`src/rtl/os_pkg.sv`:
```
// os_pkg: shared widths and FSM state encoding for the os_16bit_20 operand producer
package os_pkg;
    localparam int OS_W      = 8;
    localparam int OS_CNT_W  = 3;
    localparam int OS_PROD_W = 2 * OS_W - 1;
    localparam int OS_FOLD_W = OS_W - 1;
    typedef enum logic [1:0] {OS_IDLE, OS_MUL, OS_HOLD} os_state_t;
endpackage

```
`src/rtl/os_clmul8_serial.sv`:
```
// os_clmul8_serial: shift-and-XOR carry-less multiplier consuming one bit of b per step
module os_clmul8_serial
    import os_pkg::*;
#(
    parameter int W     = OS_W,
    parameter int CNT_W = OS_CNT_W
) (
    input  logic             clk,
    input  logic             rst_n,
    input  logic             start,
    input  logic             step,
    input  logic [W-1:0]     a,
    input  logic [W-1:0]     b,
    output logic [2*W-2:0]   acc,
    output logic             last
);
    logic [W-1:0]   a_q, a_d, b_q, b_d;
    logic [2*W-2:0] acc_q, acc_d, a_ext;
    logic [CNT_W-1:0] cnt_q, cnt_d;

    // start latches operands and clears the product; each step folds in a << cnt when b[cnt] is set
    always_comb begin
        a_ext = {{(W-1){1'b0}}, a_q};
        a_d   = start ? a : a_q;
        b_d   = start ? b : b_q;
        acc_d = start ? '0 : (step && b_q[cnt_q]) ? acc_q ^ (a_ext << cnt_q) : acc_q;
        cnt_d = start ? '0 : step ? cnt_q + 1'b1 : cnt_q;
    end

    // operand, accumulator and bit-index registers
    always_ff @(posedge clk or negedge rst_n) begin
        if (!rst_n) begin
            a_q   <= '0;
            b_q   <= '0;
            acc_q <= '0;
            cnt_q <= '0;
        end else begin
            a_q   <= a_d;
            b_q   <= b_d;
            acc_q <= acc_d;
            cnt_q <= cnt_d;
        end
    end

    assign acc  = acc_q;
    assign last = step && (cnt_q == CNT_W'(W - 1));
endmodule

```
`src/rtl/os_16bit_20_src.sv`:
```
// os_16bit_20_src: handshaked producer of z0/z1/z2/o for the XOR3 recombination stage
module os_16bit_20_src
    import os_pkg::*;
#(
    parameter int W     = OS_W,
    parameter int CNT_W = OS_CNT_W
) (
    input  logic             clk,
    input  logic             rst_n,
    input  logic             in_valid,
    output logic             in_ready,
    input  logic [W-1:0]     a,
    input  logic [W-1:0]     b,
    input  logic [2*W-1:0]   d,
    output logic             out_valid,
    input  logic             out_ready,
    output logic [W-1:0]     z0,
    output logic [2*W-2:0]   z1,
    output logic [W-1:0]     z2,
    output logic [W-2:0]     o,
    output logic             busy
);
    os_state_t        state_q, state_d;
    logic [2*W-1:0]   d_q, d_d;
    logic [2*W-2:0]   acc;
    logic             start, step, last;

    os_clmul8_serial #(.W(W), .CNT_W(CNT_W)) u_mul (
        .clk   (clk),
        .rst_n (rst_n),
        .start (start),
        .step  (step),
        .a     (a),
        .b     (b),
        .acc   (acc),
        .last  (last)
    );

    // IDLE accepts, MUL runs W steps, HOLD presents the result until the consumer takes it
    always_comb begin
        start   = (state_q == OS_IDLE) && in_valid;
        step    = state_q == OS_MUL;
        d_d     = start ? d : d_q;
        state_d = start ? OS_MUL
                : last ? OS_HOLD
                : (state_q == OS_HOLD && out_ready) ? OS_IDLE
                : state_q;
    end

    // state and addend registers; reset aborts any transaction in flight
    always_ff @(posedge clk or negedge rst_n) begin
        if (!rst_n) begin
            state_q <= OS_IDLE;
            d_q     <= '0;
        end else begin
            state_q <= state_d;
            d_q     <= d_d;
        end
    end

    // handshake decoded from state; data forced to zero outside HOLD so a partial acc never leaks
    assign in_ready  = state_q == OS_IDLE;
    assign out_valid = state_q == OS_HOLD;
    assign busy      = state_q != OS_IDLE;
    assign z1        = out_valid ? acc : '0;
    assign z0        = out_valid ? d_q[W-1:0] : '0;
    assign z2        = out_valid ? d_q[2*W-1:W] : '0;
    assign o         = z1[2*W-2:W];
endmodule
```
`config.mk`:
```
export PLATFORM = sky130hd
export DESIGN_NAME = os_16bit_20_src
export DESIGN_NICKNAME = d
export VERILOG_FILES = /design/src/rtl/os_pkg.sv /design/src/rtl/os_clmul8_serial.sv /design/src/rtl/os_16bit_20_src.sv
export SDC_FILE = /design/constraint.sdc
export NUM_CORES = 1
export LEC_CHECK = 0
export CAP_MARGIN = 20
export CELL_PAD_IN_SITES_DETAIL_PLACEMENT = 1
export CELL_PAD_IN_SITES_GLOBAL_PLACEMENT = 1
export CORE_MARGIN = 2
export CORE_UTILIZATION = 35
export CTS_BUF_LIST = sky130_fd_sc_hd__clkbuf_4 sky130_fd_sc_hd__clkbuf_8
export DETAILED_ROUTE_END_ITERATION = 10
export MAX_ROUTING_LAYER = met4
export PLACE_DENSITY = 0.82
export SYNTH_ARGS = -nofsm -noshare
export SYNTH_HDL_FRONTEND = slang
export SYNTH_SLANG_ARGS = --single-unit
```
`constraint.sdc`:
```
create_clock -name clk -period 2.3 [get_ports clk]
set_input_delay 0.46 -clock clk [delete_from_list [all_inputs] [get_ports clk]]
set_output_delay 0.46 -clock clk [all_outputs]
set_load 0.02 [all_outputs]
```
==> results_dict.tcl, run 1 <==
set metrics [dict create \
    fillerInstances 910 \
    grt_use_total 0.186 \
    io_buffers 76 \
    synth_area_leaders "dfrtp_1 (46%), nand2_1 (15%), and2_1 (7.3%), mux4_2 (5.6%), mux2i_1 (3.9%)" \
    yosys.cell_types.count 35 \
    clock_latency_ns 0.31 \
    max_clock_freq_mhz 460 \
    end_kind "output port" \
    die_x_um 93.8 \
    clk_pin_slew_worst_paths_ns 0.10 \
    post-route-min-period_ns 2.17 \
    timing_hold_violations_final 0 \
    netlist_area_sq_um 2830 \
    antenna_found_initial 0 \
    setup_ws_ns 0.125 \
    drt-met1-wl_mm 3.33 \
    boundaryPins 77 \
    synth_top_area_cell "dfrtp_1" \
    dr.pass1.iters 4 \
    grt_max_degree 30 \
    ctsRootBufferMaster "clkbuf_8" \
    rsz0062_at_grt "false" \
    outcome "complete, no violations" \
    grt_pass1_vias 2457 \
    final_util 0.495 \
    peakVddDrop_uv 186 \
    cts_setup_buffers 0 \
    wire_per_inst_um 15.7 \
    setup_viol 0 \
    period_share 0.946 \
    synth_edf_count 0 \
    synth_top_family_by_area "simple AND/OR/NAND/NOR gates" \
    cts_tree "done" \
    wl_mm 7.62 \
    slew_headroom 0.612 \
    wl_met2_mm 3.86 \
    clock_path_buffers 2 \
    tightest_slew_ns 0.581 \
    num_rows 32 \
    ys_warn_count 0 \
    drcViolationCount 0 \
    postCtsHoldBufs 0 \
    pre_cts_slack_ns 0.338 \
    critPathLaunchType "flip-flop" \
    die-area_sq_um 8810 \
    ant_nets 0 \
    grt_overflow_total 0 \
    power_mw 1.56 \
    final_common_cell "nand2_1" \
    grt_pass1_wl_mm 12.4 \
    ctsHtreeMaxLevel 2 \
    synth_mux_area_frac 0.123 \
    cts_made_buffers 5 \
    vias 2368 \
    synth_compound_area_frac 0.0478 \
    powerDensity_nw_per_um2 406 \
    layout-drive-gt1-share 0.0969 \
    final_cell_mix "nand2_1 (111), dfrtp_1 (52), clkdlybuf4s50_1 (36), and2_1 (33), dlymetal6s2s_1 (27)" \
    leakagePower_nw 2.33 \
    rrSetupSlack_ns 0.30 \
    synth_area_per_cell_sq_um 9.06 \
    hpwlAfterDp_mm 5.68 \
    hold_ws_ns 0.130 \
    min_path_type "primary input to asynchronous set/reset pin" \
    synth_top_area_share 0.461 \
    synth-simple-area-share 0.293 \
    synth-xor-area-share 0.0155 \
    core-area_sq_um 7770 \
    synth_top_flop_cell "dfrtp_1" \
    area_growth_pct 36.0 \
    finalSetupTns_ns 0 \
    synthesis.instances 312 \
    routed-wl-met3_um 268 \
    worst-endpoint-required_ns 1.84 \
    gp_congestion 0.917 \
    worstSetupPathType "flip-flop to output port" \
    initial_utilization 0.364 \
    numClockSinks 52 \
    syn_nets 350 \
    async_flop_share 1.00 \
    worstPathArrival_ns 1.71 \
    crit_buf_inv 3 \
    synth-seq-cells 52 \
    antenna_cells 0 \
    crit_family "buffers and inverters" \
    initialDrtViolationCount 93 \
    cp_slowest_cell "clkdlybuf4s50_1" \
    seq_area_frac_synth 0.461 \
    fin_skew_ns 0.00978 \
    cap_violations 0 \
    synth_fa_ha_area_frac 0.00886 \
    critical-path-max-stage-delay_ns 0.54 \
    cp_max_fo 7 \
    fin_nets 419 \
    path_cells "buf_4 > nor2_1 > inv_1 > clkdlybuf4s50_1" \
    slew_violations 0 \
    route.top_layer_used "met4" \
    die_height_um 93.8 \
    via_per_inst 4.89 \
]
worst paths after layout:
path	from	end	depth (start not counted)
worst max-delay path	state_q[0]$_DFFE_PN0P_	busy	4
worst min-delay path	rst_n	d_q[15]$_DFFE_PN0P_	1
worst max register to register	u_mul.cnt_q[1]$_DFFE_PN0P_	u_mul.acc[4]$_DFFE_PN0P_	5
worst min register to register	d_q[4]$_DFFE_PN0P_	d_q[4]$_DFFE_PN0P_	2
max in group asynchronous	rst_n	u_mul.a_q[6]$_DFFE_PN0P_	2
min in group clk	d_q[4]$_DFFE_PN0P_	d_q[4]$_DFFE_PN0P_	2
per-stage QoR:
stage / cell area [sq um] / instances
2_1_floorplan: 2830 / 312
3_3_place_gp: 3690 / 476
3_5_place_dp: 3690 / 476
4_1_cts: 3770 / 484
5_1_grt: 3840 / 484
6_report: 3840 / 484
synth_stat cells, drive strengths merged, types with 2 or more instances:
cell / instances
nand3: 4
xnor2: 2
xor2: 3
mux2: 7
a22o: 2
inv: 3
dfrtp: 52
a21oi: 7
nand4b: 2
nor3b: 3
nand2: 111
o21ai: 5
ha: 2
or4: 2
o31ai: 2
nor2: 6
nor2b: 7
o2111ai: 2
nand4: 5
and2: 33
mux4: 7
buf: 12
clkbuf: 14
mux2i: 11
final cells by class:
class,instances,area (sq um),share of cell area
inverters,3,11.3,0.00293
clock inverters,1,7.51,0.00195
repair buffers,88,923,0.240
multi-input cells,231,1380,0.359
flip-flops and latches,52,1300,0.339
well taps,102,128,0.0332
clock buffers,7,90.1,0.0234
metal layers:
layer,GRT usage,up-vias
li1,-,1155
met1,0.226,1137
met4,0.0664,0
met2,0.317,63
met5,-,-
met3,0.0289,13
state kept, by name, summed over array words and instances, names as in the netlist:
| signal | cells |
|---|---|
| u_mul.acc | 15 |
| d_q | 16 |
| u_mul.cnt_q | 3 |
| u_mul.a_q | 8 |
| u_mul.b_q | 8 |
| state_q | 2 |
kinds of logic (layout without fill, tap and decap cells):
family          count (synthesis)  after routing
buf+inv                        29             99
mux                            25             25
xor+xnor                        5              5
compound gates                 21             21
flops                          52             52
simple gates                  178            178
fa+ha+maj                       2              2
power breakdown:
group / internal (mW) / switching (mW)
clock: 0.257 / 0.306
sequential: 0.913 / 0
combinational: 0.0546 / 0.0278
total: 1.22 / 0.334
timing repair:
action	in CTS	in global routing
resized for setup	12	27
endpoints found under the hold margin	0	0
setup endpoints to repair	12	27
(Power assumes the default switching activity.)
==> run 2, diff against run 1 <==
--- a/config.mk
+++ b/config.mk
@@ -11,7 +11,9 @@
 export CORE_MARGIN = 2
 export CORE_UTILIZATION = 35
 export CTS_BUF_LIST = sky130_fd_sc_hd__clkbuf_4 sky130_fd_sc_hd__clkbuf_8
+export CTS_CLUSTER_SIZE = 8
 export DETAILED_ROUTE_END_ITERATION = 10
+export GPL_ROUTABILITY_DRIVEN = 0
 export MAX_ROUTING_LAYER = met4
 export PLACE_DENSITY = 0.82
 export SYNTH_ARGS = -nofsm -noshare
==> results of run 2 <==
No change in the layout: final DEF, timing and power equal those of run 1.
